**config.mk**
```make
export PLATFORM = sky130hd
export DESIGN_NAME = shared_reg_arbiter_flat
export DESIGN_NICKNAME = d
export VERILOG_FILES = /design/src/rtl/shared_reg_arbiter_pkg.sv /design/src/rtl/shared_reg_arbiter_if.sv /design/src/rtl/shared_reg_arbiter_rr_pick.sv /design/src/rtl/shared_reg_arbiter.sv /design/src/flat_wrapper.sv
export SDC_FILE = /design/constraint.sdc
export NUM_CORES = 1
export LEC_CHECK = 0
export BUFFER_PORTS_ARGS = -buffer_cell sky130_fd_sc_hd__buf_2
export CORE_MARGIN = 2
export CORE_UTILIZATION = 49
export DETAILED_ROUTE_END_ITERATION = 8
export PLACE_DENSITY = 0.8
export SYNTH_ARGS = -nofsm -noshare
export SYNTH_HDL_FRONTEND = slang
export SYNTH_SLANG_ARGS = --single-unit
```
**constraint.sdc**
```tcl
create_clock -name clk -period 2.11 [get_ports clk]
set_input_delay 0.3165 -clock clk [delete_from_list [all_inputs] [get_ports clk]]
set_output_delay 0.3165 -clock clk [all_outputs]
set_load 0.005 [all_outputs]
```
**src/rtl/shared_reg_arbiter_pkg.sv**
```systemverilog
// Shared types and default parameter values for the shared register arbiter.
// State encodings are fixed so that debug dumps read the same across revisions.
package shared_reg_arbiter_pkg;

   localparam int DEF_N        = 4;
   localparam int DEF_IDX_W    = 2;
   localparam int DEF_W        = 8;
   localparam int DEF_MAX_HOLD = 8;
   localparam int DEF_CNT_W    = 4;

   typedef enum logic [1:0] {
      ST_IDLE  = 2'd0,
      ST_GRANT = 2'd1,
      ST_GAP   = 2'd2
   } arb_state_t;

endpackage

```
**src/rtl/shared_reg_arbiter_if.sv**
```systemverilog
// Requester-side bundle of the shared register arbiter: requests, write port
// and the grant/status/register outputs.
interface shared_reg_arbiter_if
   import shared_reg_arbiter_pkg::*;
#(
   parameter int N     = DEF_N,
   parameter int IDX_W = DEF_IDX_W,
   parameter int W     = DEF_W
);
   logic [N-1:0]   req;
   logic [N-1:0]   wr_en;
   logic [N*W-1:0] wr_data;
   logic [N-1:0]   gnt;
   logic [IDX_W-1:0] owner;
   logic           busy;
   logic [W-1:0]   q;
   logic           timeout;

   modport master (
      output req, wr_en, wr_data,
      input  gnt, owner, busy, q, timeout
   );

   modport slave (
      input  req, wr_en, wr_data,
      output gnt, owner, busy, q, timeout
   );
endinterface

```
**src/rtl/shared_reg_arbiter_rr_pick.sv**
```systemverilog
// Round-robin pick: first set request bit scanning upward from ptr, wrapping
// from N-1 back to 0.
module rr_pick
   import shared_reg_arbiter_pkg::*;
#(
   parameter int N     = DEF_N,
   parameter int IDX_W = DEF_IDX_W
) (
   input  logic [N-1:0]     req,
   input  logic [IDX_W-1:0] ptr,
   output logic [IDX_W-1:0] winner,
   output logic             valid
);

   // Scan from the farthest offset down so the nearest requester wins last.
   always_comb begin
      winner = '0;
      valid  = 1'b0;
      for (int k = N - 1; k >= 0; k--) begin
         if (req[(int'(ptr) + k) % N]) begin
            winner = IDX_W'((int'(ptr) + k) % N);
            valid  = 1'b1;
         end
      end
   end

endmodule

```
**src/rtl/shared_reg_arbiter.sv**
```systemverilog
// Round-robin arbiter and write controller for one shared W-bit register.
// All state moves on the falling edge of clk to match the register datapath.
//
// state    | meaning
// ---------+-------------------------------------------------------------
// ST_IDLE  | no owner; arbitrate among req at the next falling edge
// ST_GRANT | owner holds gnt; writes accepted; hold counter running
// ST_GAP   | one dead cycle between owners, requests ignored
module shared_reg_arbiter
   import shared_reg_arbiter_pkg::*;
#(
   parameter int N        = DEF_N,
   parameter int IDX_W    = DEF_IDX_W,
   parameter int W        = DEF_W,
   parameter int MAX_HOLD = DEF_MAX_HOLD,
   parameter int CNT_W    = DEF_CNT_W
) (
   input  logic              clk,
   input  logic              reset,
   shared_reg_arbiter_if.slave bus
);

   arb_state_t       state_q, state_d;
   logic [N-1:0]     gnt_q, gnt_d;
   logic [IDX_W-1:0] owner_q, owner_d;
   logic             busy_q, busy_d;
   logic [W-1:0]     q_q, q_d;
   logic             timeout_q, timeout_d;
   logic [CNT_W-1:0] cnt_q, cnt_d;
   logic [IDX_W-1:0] ptr_q, ptr_d;

   logic [IDX_W-1:0] pick_winner;
   logic             pick_valid;
   logic             sel_req;
   logic             sel_wen;
   logic [W-1:0]     sel_data;
   logic [IDX_W-1:0] ptr_after_owner;

   rr_pick #(
      .N     (N),
      .IDX_W (IDX_W)
   ) u_rr_pick (
      .req    (bus.req),
      .ptr    (ptr_q),
      .winner (pick_winner),
      .valid  (pick_valid)
   );

   always_comb begin
      sel_req  = 1'b0;
      sel_wen  = 1'b0;
      sel_data = '0;
      for (int i = 0; i < N; i++) begin
         if (owner_q == IDX_W'(i)) begin
            sel_req  = bus.req[i];
            sel_wen  = bus.wr_en[i];
            sel_data = bus.wr_data[i*W +: W];
         end
      end
   end

   assign ptr_after_owner = (owner_q == IDX_W'(N - 1)) ? '0 : owner_q + 1'b1;

   always_ff @(negedge clk) begin
      if (reset) begin
         state_q   <= ST_IDLE;
         gnt_q     <= '0;
         owner_q   <= '0;
         busy_q    <= 1'b0;
         q_q       <= '0;
         timeout_q <= 1'b0;
         cnt_q     <= '0;
         ptr_q     <= '0;
      end else begin
         state_q   <= state_d;
         gnt_q     <= gnt_d;
         owner_q   <= owner_d;
         busy_q    <= busy_d;
         q_q       <= q_d;
         timeout_q <= timeout_d;
         cnt_q     <= cnt_d;
         ptr_q     <= ptr_d;
      end
   end

   always_comb begin
      state_d   = state_q;
      gnt_d     = gnt_q;
      owner_d   = owner_q;
      busy_d    = busy_q;
      q_d       = q_q;
      timeout_d = 1'b0;
      cnt_d     = cnt_q;
      ptr_d     = ptr_q;

      unique case (state_q)
         ST_IDLE: begin
            if (pick_valid) begin
               gnt_d = '0;
               for (int i = 0; i < N; i++) begin
                  if (pick_winner == IDX_W'(i)) gnt_d[i] = 1'b1;
               end
               owner_d = pick_winner;
               busy_d  = 1'b1;
               cnt_d   = CNT_W'(1);
               state_d = ST_GRANT;
            end
         end

         ST_GRANT: begin
            // A write racing the owner's own release is dropped.
            if (sel_wen && sel_req) q_d = sel_data;
            if (!sel_req) begin
               gnt_d   = '0;
               busy_d  = 1'b0;
               ptr_d   = ptr_after_owner;
               state_d = ST_GAP;
            end else if (cnt_q == CNT_W'(MAX_HOLD)) begin
               gnt_d     = '0;
               busy_d    = 1'b0;
               timeout_d = 1'b1;
               ptr_d     = ptr_after_owner;
               state_d   = ST_GAP;
            end else if (cnt_q != '1) begin
               cnt_d = cnt_q + 1'b1;
            end
         end

         ST_GAP: begin
            gnt_d   = '0;
            busy_d  = 1'b0;
            state_d = ST_IDLE;
         end

         default: begin
            gnt_d   = '0;
            busy_d  = 1'b0;
            state_d = ST_IDLE;
         end
      endcase
   end

   assign bus.gnt     = gnt_q;
   assign bus.owner   = owner_q;
   assign bus.busy    = busy_q;
   assign bus.q       = q_q;
   assign bus.timeout = timeout_q;

endmodule
```
**src/flat_wrapper.sv**
```systemverilog
// flat-port wrapper written by rule: the top's interface ports become plain ports
module shared_reg_arbiter_flat import shared_reg_arbiter_pkg::*;
#(
   parameter int N        = DEF_N,
   parameter int IDX_W    = DEF_IDX_W,
   parameter int W        = DEF_W,
   parameter int MAX_HOLD = DEF_MAX_HOLD,
   parameter int CNT_W    = DEF_CNT_W
)
  (clk, reset, bus_req, bus_wr_en, bus_wr_data, bus_gnt, bus_owner, bus_busy, bus_q, bus_timeout);
  shared_reg_arbiter_if #(.N(N), .IDX_W(IDX_W), .W(W)) bus_i ();
  input  logic clk;
  input  logic reset;
  input wire logic [$bits(bus_i.req)-1:0] bus_req;
  input wire logic [$bits(bus_i.wr_en)-1:0] bus_wr_en;
  input wire logic [$bits(bus_i.wr_data)-1:0] bus_wr_data;
  output wire logic [$bits(bus_i.gnt)-1:0] bus_gnt;
  output wire logic [$bits(bus_i.owner)-1:0] bus_owner;
  output wire logic [$bits(bus_i.busy)-1:0] bus_busy;
  output wire logic [$bits(bus_i.q)-1:0] bus_q;
  output wire logic [$bits(bus_i.timeout)-1:0] bus_timeout;
  assign bus_i.req = bus_req;
  assign bus_i.wr_en = bus_wr_en;
  assign bus_i.wr_data = bus_wr_data;
  assign bus_gnt = bus_i.gnt;
  assign bus_owner = bus_i.owner;
  assign bus_busy = bus_i.busy;
  assign bus_q = bus_i.q;
  assign bus_timeout = bus_i.timeout;
  shared_reg_arbiter #(.N(N), .IDX_W(IDX_W), .W(W), .MAX_HOLD(MAX_HOLD), .CNT_W(CNT_W)) u_core (.clk(clk), .reset(reset), .bus(bus_i));
endmodule
```
# After elaboration in Yosys (flattened, before gate mapping)
# Index checks and enable logic that the tools add are counted.
[classes]
addsub = 5
mul = 0
muxes = 56
bitwise_logic = 5
n_eq_ne = 15
shifts = 0
n_div = 0
order_cmp = 4
n_reduce_logical = 14
[ops]
columns = ["cell", "count"]
rows = [
  ["two-way mux 8 bit", 4],
  ["two-way mux 4 bit", 7],
  ["two-way mux 1 bit", 27],
  ["two-way mux 2 bit", 10],
  ["case mux 4 bit (2 select lines)", 2],
  ["less-than comparator 3 x 4 -> 1 bit, second input constant", 3],
  ["binary-select mux 1 bit (select 2 bit)", 4],
  ["equality test 2 bit, second input constant", 4],
  ["AND reduction 2 bit", 4],
  ["equality test 2 x 1 -> 1 bit, second input constant", 3],
  ["zero test 2 bit", 3],
  ["inequality test 2 x 1 -> 1 bit, second input constant", 3],
  ["OR reduction 2 bit", 3],
  ["AND reduction 5 bit", 1],
  ["adder 2 x 1 -> 2 bit, second input constant", 2],
  ["adder 2 bit, second input constant", 2],
  ["adder 4 x 1 -> 4 bit, second input constant", 1],
  ["equality test 4 bit, second input constant", 1],
  ["inequality test 2 bit, second input constant", 2],
  ["inequality test 4 bit, second input constant", 1],
  ["case mux 2 bit (2 select lines)", 1],
  ["bitwise AND 1 bit, first input constant", 3],
  ["less-than comparator 2 x 3 -> 1 bit, second input constant", 1],
  ["inequality test 3 bit, second input constant", 1],
  ["other kinds (5)", 6],
]
[totals]
wordCells = 107
ramBits = 0
register_bits = 24
latch_bits = 0
mem_bits_ro = 0
mem_count = 0

# Depth between registers and ports, before layout
# Gate-level depths: netlist (run 1).
[logic_depth]
ltp_word = 14
ltp_mapped = 8
depth_no_buf = 7

# Cells and area by module
# From an unflattened synthesis (run 1), not the netlist that was laid out.
[hier_totals]
hier_cells = 209
area_unflattened_um2 = 1632.8
[modules_own_cells]
columns = ["module", "n_inst", "cells_each", "area_each_um2"]
rows = [
  ["shared_reg_arbiter", 1, 196, 1555.2],
  ["rr_pick", 1, 13, 77.6],
]

==> out/qor.yml, run 1 <==
hp-class: "register to register"
synth_adder_area_share: 0.0498
synth_compound_area_frac: 0.284
fin_ws_ps: -411
cpPeakStageDelay_ps: 470
numCtsBuffers: 3
synthMuxAreaShare: 0.0266
die_area_um2: 3530
via_per_inst: 7.37
dp_hpwl_mm: 3.09
placed_cell_area_um2: 2040
core_um2: 2980
syn_to_final_growth_pct: 85.3
path_clk_slew_ps: 70
synth_top_cell_area_share: 0.306
power_leakage_nw: 1.30
cts_buffer_depth: 2
vias: 2520
grt-ovfl-total: 0
worstSkewPairLatency_ps: 460
violations: "design-rule violations, negative setup slack"
grt_max_degree: 17
power.total_mw: 2.15
ioPinCount: 58
slowest_stage: "a221oi_4"
synth-xor-area-share: 0
status: "finished with violations"
yosys_warnings: 0
path_delay_family: "compound AO/OA/AOI/OAI gates"
drv_slew: 0
fill_cells: 84
grt_pass1_wl_mm: 10.0
cts_sinks: 23
nets: 357
cap_violations: 0
first_pass_iters: 9
start_util: 0.506
finalSetupViolCount: 39
num_rows: 20
synth_flop_cell: "dfxtp_1"
ys_async_sr_fraction: 0
worst-r2r-cell-count: 8
cts-root-buf: "clkbuf_4"
avgSynthCellArea_um2: 8.23
ir_drop_mv: 0.699
clock_skew_ps: 48.2
synth.area.top_cells: "dfxtp_1 (31%), a221oi_1 (5.8%), a21oi_1 (5.6%), ha_1 (5.0%), nor2_1 (5.0%)"
ys_types: 46
rsz0062_at_grt: "true"
holdBufCountCts: 0
arrival_ps: 1790
die_width_um: 59.4
holdPathStages: 2
slew_headroom: 0.611
synth-seq-cells: 23
path_depth: 7
cp_cell_sequence: "buf_8, nand3b_1, a221oi_4, buf_6, a21oi_2, o311ai_4, nand2_1"
synthTopCellsByCount: "dfxtp_1 (23), nor2_1 (20), a21oi_1 (17)"
gp_congestion: 0.833
port_buffers: 57
totalWireLength_mm: 9.90
synth_edf_count: 0
syn_area_um2: 1510
worst-path-max-fanout: 4
critPathLaunchType: "primary input"
grt_pass1_vias: 2004
drt_iter0_markers: 680
die_h_um: 59.4
worstMarginPinSlew_ps: 579
grt_usage: 0.388
htreeDepth: 1
layout-drive-gt1-share: 0.584
crit_buf_inv: 2
powerDensity_nw_per_um2: 769
route.detailed.drc: 8
synth.most_common_cell: "dfxtp_1"
synth_top_family_by_area: "compound AO/OA/AOI/OAI gates"
finalHoldViolCount: 0
synth_top_area_cell: "dfxtp_1"
crit_required_ps: 1380
drtAntennaViolNets: 0
worst-setup-path-type: "primary input to register"
final_cell_area_um2: 2790
post_drt_wl_per_cell_um: 28.9
cts_tree: "built"
synthSimpleGateAreaFrac: 0.272
seq_area_frac_synth: 0.306
grt_antenna_before_repair: 1
synthCells: 183
endpoint_kind: "register"
syn_nets: 231
==> metrics by stage <==
step	hold slack, ps	worst slack (ps)	setup TNS (ps)	instances	util
CTS	494	-203	-4070	333	0.860
floorplan	468	-494	-7150	183	-
global placement	462	-651	-11870	292	0.685
global route	553	-383	-8750	342	0.937
detailed placement	471	-657	-12330	292	0.685
finish	541	-411	-9140	342	0.937
==> worst reg2reg max path: stages, from the launching register on <==
cell      delay (ps)
dfxtp_4          370
buf_12           130
inv_1             70
ha_1             490
buf_4            300
a221oi_1         100
nor3_1           510
a21oi_1          130
a211oi_2         280
==> layout by cell type (no fill, tap or decap), types with 7 or more instances in the layout <==
cell type   n
dfxtp_1     8
dfxtp_2    13
a221oi_1    8
buf_4      41
a211oi_2    9
nor3_1      9
a21oi_1    12
buf_6      16
nor2_1     12
nand2_1     7
buf_2      45
inv_1      32
nor2b_1     9
==> power by group <==
| part | internal (mW) | total, mW | switching, mW |
|---|---|---|---|
| clock network | 0.250 | 0.615 | 0.366 |
| logic | 0.445 | 0.983 | 0.538 |
| registers | 0.485 | 0.548 | 0.0625 |
==> metal layers <==
layer  global-route usage  part of all wire  vias up  wire, um
met4                0.279              0.10        0       992
met2                0.600              0.41      358      4090
li1                     -                 -      931         -
met5                    0                 0        -         0
met1                0.459              0.33     1102      3220
met3                0.103              0.16      129      1590
==> final timing paths <==
kind | endpoint | slack, ps | startpoint
setup / recovery | u_core.cnt_q[1]$_SDFFE_NP0P_ | -410 | bus_req[0]
hold / removal | u_core.bus.gnt[1]$_SDFFE_NP0P_ | 540 | u_core.bus.gnt[1]$_SDFFE_NP0P_
setup reg to reg | u_core.bus.q[1]$_SDFFE_NP0P_ | -380 | u_core.bus.owner[0]$_SDFFE_NP0P_
hold reg to reg | u_core.bus.gnt[1]$_SDFFE_NP0P_ | 540 | u_core.bus.gnt[1]$_SDFFE_NP0P_
==> timing repair <==
item / 4_1_cts / 5_1_grt
resized for setup: 66 / 29
setup endpoints to repair: 38 / 38
gates cloned: 1 / 0
pin swaps: 24 / 6
setup buffers: 15 / 8
==> sequential cells by signal, summed over array words and instances, names as in the netlist <==
| name | cells |
|---|---|
| u_core.bus.owner | 2 |
| u_core.state_q | 2 |
| u_core.cnt_q | 4 |
| u_core.bus.q | 8 |
| u_core.bus.timeout | 1 |
| u_core.bus.gnt | 4 |
| u_core.ptr_q | 2 |
==> layout make-up <==
cell class | instances | area [um^2] | share of cell area
multi-input cells | 140 | 1260 | 0.452
repair buffers | 108 | 826 | 0.296
flip-flops and latches | 23 | 484 | 0.173
clock inverters | 24 | 116 | 0.0417
well taps | 33 | 41.3 | 0.0148
inverters | 10 | 37.5 | 0.0134
clock buffers | 3 | 22.5 | 0.00807
diodes | 1 | 2.50 | 0.000896
==> cell families (layout without fill, tap and decap cells) <==
group | Yosys count | in the layout
muxes | 4 | 4
AOI/OAI and AO/OA | 57 | 57
DFF | 23 | 23
adders and majority gates | 6 | 6
buffers and inverters | 20 | 145
other | 0 | 1
and+or+nand+nor | 73 | 73
Note: power is estimated with default switching activity, not from simulation.
==> run 2: changes to the inputs <==
- CORE_UTILIZATION: 49 -> 35
- CTS_CLUSTER_DIAMETER: default -> 60
- PLACE_DENSITY: 0.8 -> default
- TNS_END_PERCENT: default -> 1
==> run 2 against run 1 <==
The run ends with negative setup slack left. Die area rose by 37%. First-iteration DRC count fell by 92%. Design area decreased by 18%. Critical path type unchanged. Combinational power fell by 40%. Critical path depth decreased by 1. Routed wire length down 57%. Non-clock buffer count is 25 lower. Via count shrank 31%. Largest cell class unchanged. Sequential share of layout area up 3.8 points. Setup slack better by 100 ps. Critical endpoint is now u_core.cnt_q[0]$_SDFFE_NP0P_. Utilization decreased by 37 points.
==> out/qor.yml, run 2 (synthesis results as in run 1) <==
arrival_ps: 1630
grt_antenna_before_repair: 0
cts-root-buf: "clkbuf_8"
layout-drive-gt1-share: 0.435
die_area_um2: 4840
worst-r2r-cell-count: 8
finalHoldViolCount: 0
power.total_mw: 1.57
slew_headroom: 0.692
endpoint_kind: "register"
finalSetupViolCount: 39
worst-setup-path-type: "primary input to register"
layout_common_cells: "buf_2 (47), inv_1 (33), buf_4 (22)"
r2r_setup_slack_ps: 110
htreeDepth: 1
reg2reg_from: "u_core.bus.owner[1]$_SDFFE_NP0P_"
first_pass_iters: 4
totalWireLength_mm: 4.26
largest_reg_flops: 8
core_um2: 4060
p_clk_frac: 0.288
rsz0062_at_grt: "true"
top_usage_layer: "met2"
path_clk_slew_ps: 40
port_buffers: 57
start_util: 0.371
power_frac_seq: 0.336
via_per_inst: 5.19
power_leakage_nw: 1.11
syn_to_final_growth_pct: 52.8
worst-path-max-fanout: 5
grtUsageMet1: 0.201
violations: "negative setup slack"
worstSkewPairLatency_ps: 350
p_int_mw: 0.978
die_width_um: 69.6
grt_max_degree: 17
powerDensity_nw_per_um2: 680
startpoint: "bus_req[3]"
ir_drop_mv: 0.352
gp_congestion: 0.821
grt_pass1_vias: 1734
cts_tree: "built"
cts_sinks: 23
r2r_end: "u_core.bus.q[5]$_SDFFE_NP0P_"
worstMarginPinSlew_ps: 461
power.switching_mw: 0.588
status: "finished with violations"
drtAntennaViolNets: 0
utilization: 0.567
post_drt_wl_per_cell_um: 12.8
crit_required_ps: 1320
grt-ovfl-total: 0
drv_slew: 0
grt_pass1_wl_mm: 7.30
final_common_cell: "buf_2"
critPathLaunchType: "primary input"
vias: 1727
clock_skew_ps: 19.2
fin_ws_ps: -310
hp-class: "register to register"
swShare: 0.375
endpoint: "u_core.cnt_q[0]$_SDFFE_NP0P_"
grt_use_met2: 0.310
ioPinCount: 58
die_h_um: 69.6
use_met3: 0.0610
numCtsBuffers: 3
n_antenna_cell: 0
drt_iter0_markers: 55
route.detailed.drc: 0
combPwrFrac: 0.376
grt_usage: 0.182
num_rows: 23
nets: 332
cts_buffer_depth: 2
cap_violations: 0
dp_hpwl_mm: 3.11
==> run 2: power groups by stage <==
stage | logic [mW] | clock network (mW) | registers, mW
after global routing | 0.657 | 0.524 | 0.534
after floorplan | 0.320 | 0.0696 | 0.529
after detailed placement | 0.534 | 0.0696 | 0.524
after CTS | 0.571 | 0.479 | 0.523
final | 0.589 | 0.451 | 0.527
after global placement | 0.530 | 0.0696 | 0.525
==> run 2: metal layers <==
metal	routed length (um)	vias to the layer above
li1	-	881
met1	1870	780
met2	2020	57
met3	285	9
met4	85	0
met5	0	-
==> run 2: how the worst min path moves through the flow <==
stage                                               from                              to  slack (ps)  depth (start not counted)
after detailed placement  u_core.bus.gnt[1]$_SDFFE_NP0P_  u_core.bus.gnt[1]$_SDFFE_NP0P_         470                          2
after global placement    u_core.bus.gnt[1]$_SDFFE_NP0P_  u_core.bus.gnt[1]$_SDFFE_NP0P_         470                          2
final                       u_core.bus.q[0]$_SDFFE_NP0P_    u_core.bus.q[0]$_SDFFE_NP0P_         480                          2
after CTS                 u_core.bus.gnt[1]$_SDFFE_NP0P_  u_core.bus.gnt[1]$_SDFFE_NP0P_         480                          2
after floorplan             u_core.cnt_q[3]$_SDFFE_NP0P_    u_core.cnt_q[3]$_SDFFE_NP0P_         470                          2
after global routing      u_core.bus.gnt[1]$_SDFFE_NP0P_  u_core.bus.gnt[1]$_SDFFE_NP0P_         500                          2
==> run 2: worst max-delay path, stage by stage <==
cell     delay (ps)
buf_8           100
or4_4           580
o21ai_2         200
nor2_2           90
and4_4          160
nor3_2          170
==> run 2: what timing repair did <==
action,4_1_cts,5_1_grt
setup endpoints to repair,39,39
hold buffers,0,0
buffers inserted,2,1
pin swaps,13,5
resized for setup,30,16
==> run 2: layout make-up <==
| type | count | area [um^2] |
|---|---|---|
| Tap cell | 50 | 62.6 |
| Inverter | 10 | 37.5 |
| Sequential cell | 23 | 487 |
| Multi-Input combinational cell | 140 | 1010 |
| Timing Repair Buffer | 83 | 576 |
| Clock inverter | 24 | 90.1 |
| Fill cell | 385 | 1760 |
| Clock buffer | 3 | 41.3 |
==> run 2: metrics by stage <==
stage          hold WS, ps  instances  area (um^2)  setup slack, ps  TNS, ps
3_5_place_dp           472        304         2010             -668   -12310
6_report               483        333         2300             -310    -3620
4_1_cts                485        332         2240             -271    -3530
2_1_floorplan          468        183         1520             -494    -7200
5_1_grt                500        333         2300             -357    -5500
3_3_place_gp           472        304         2010             -641   -12020
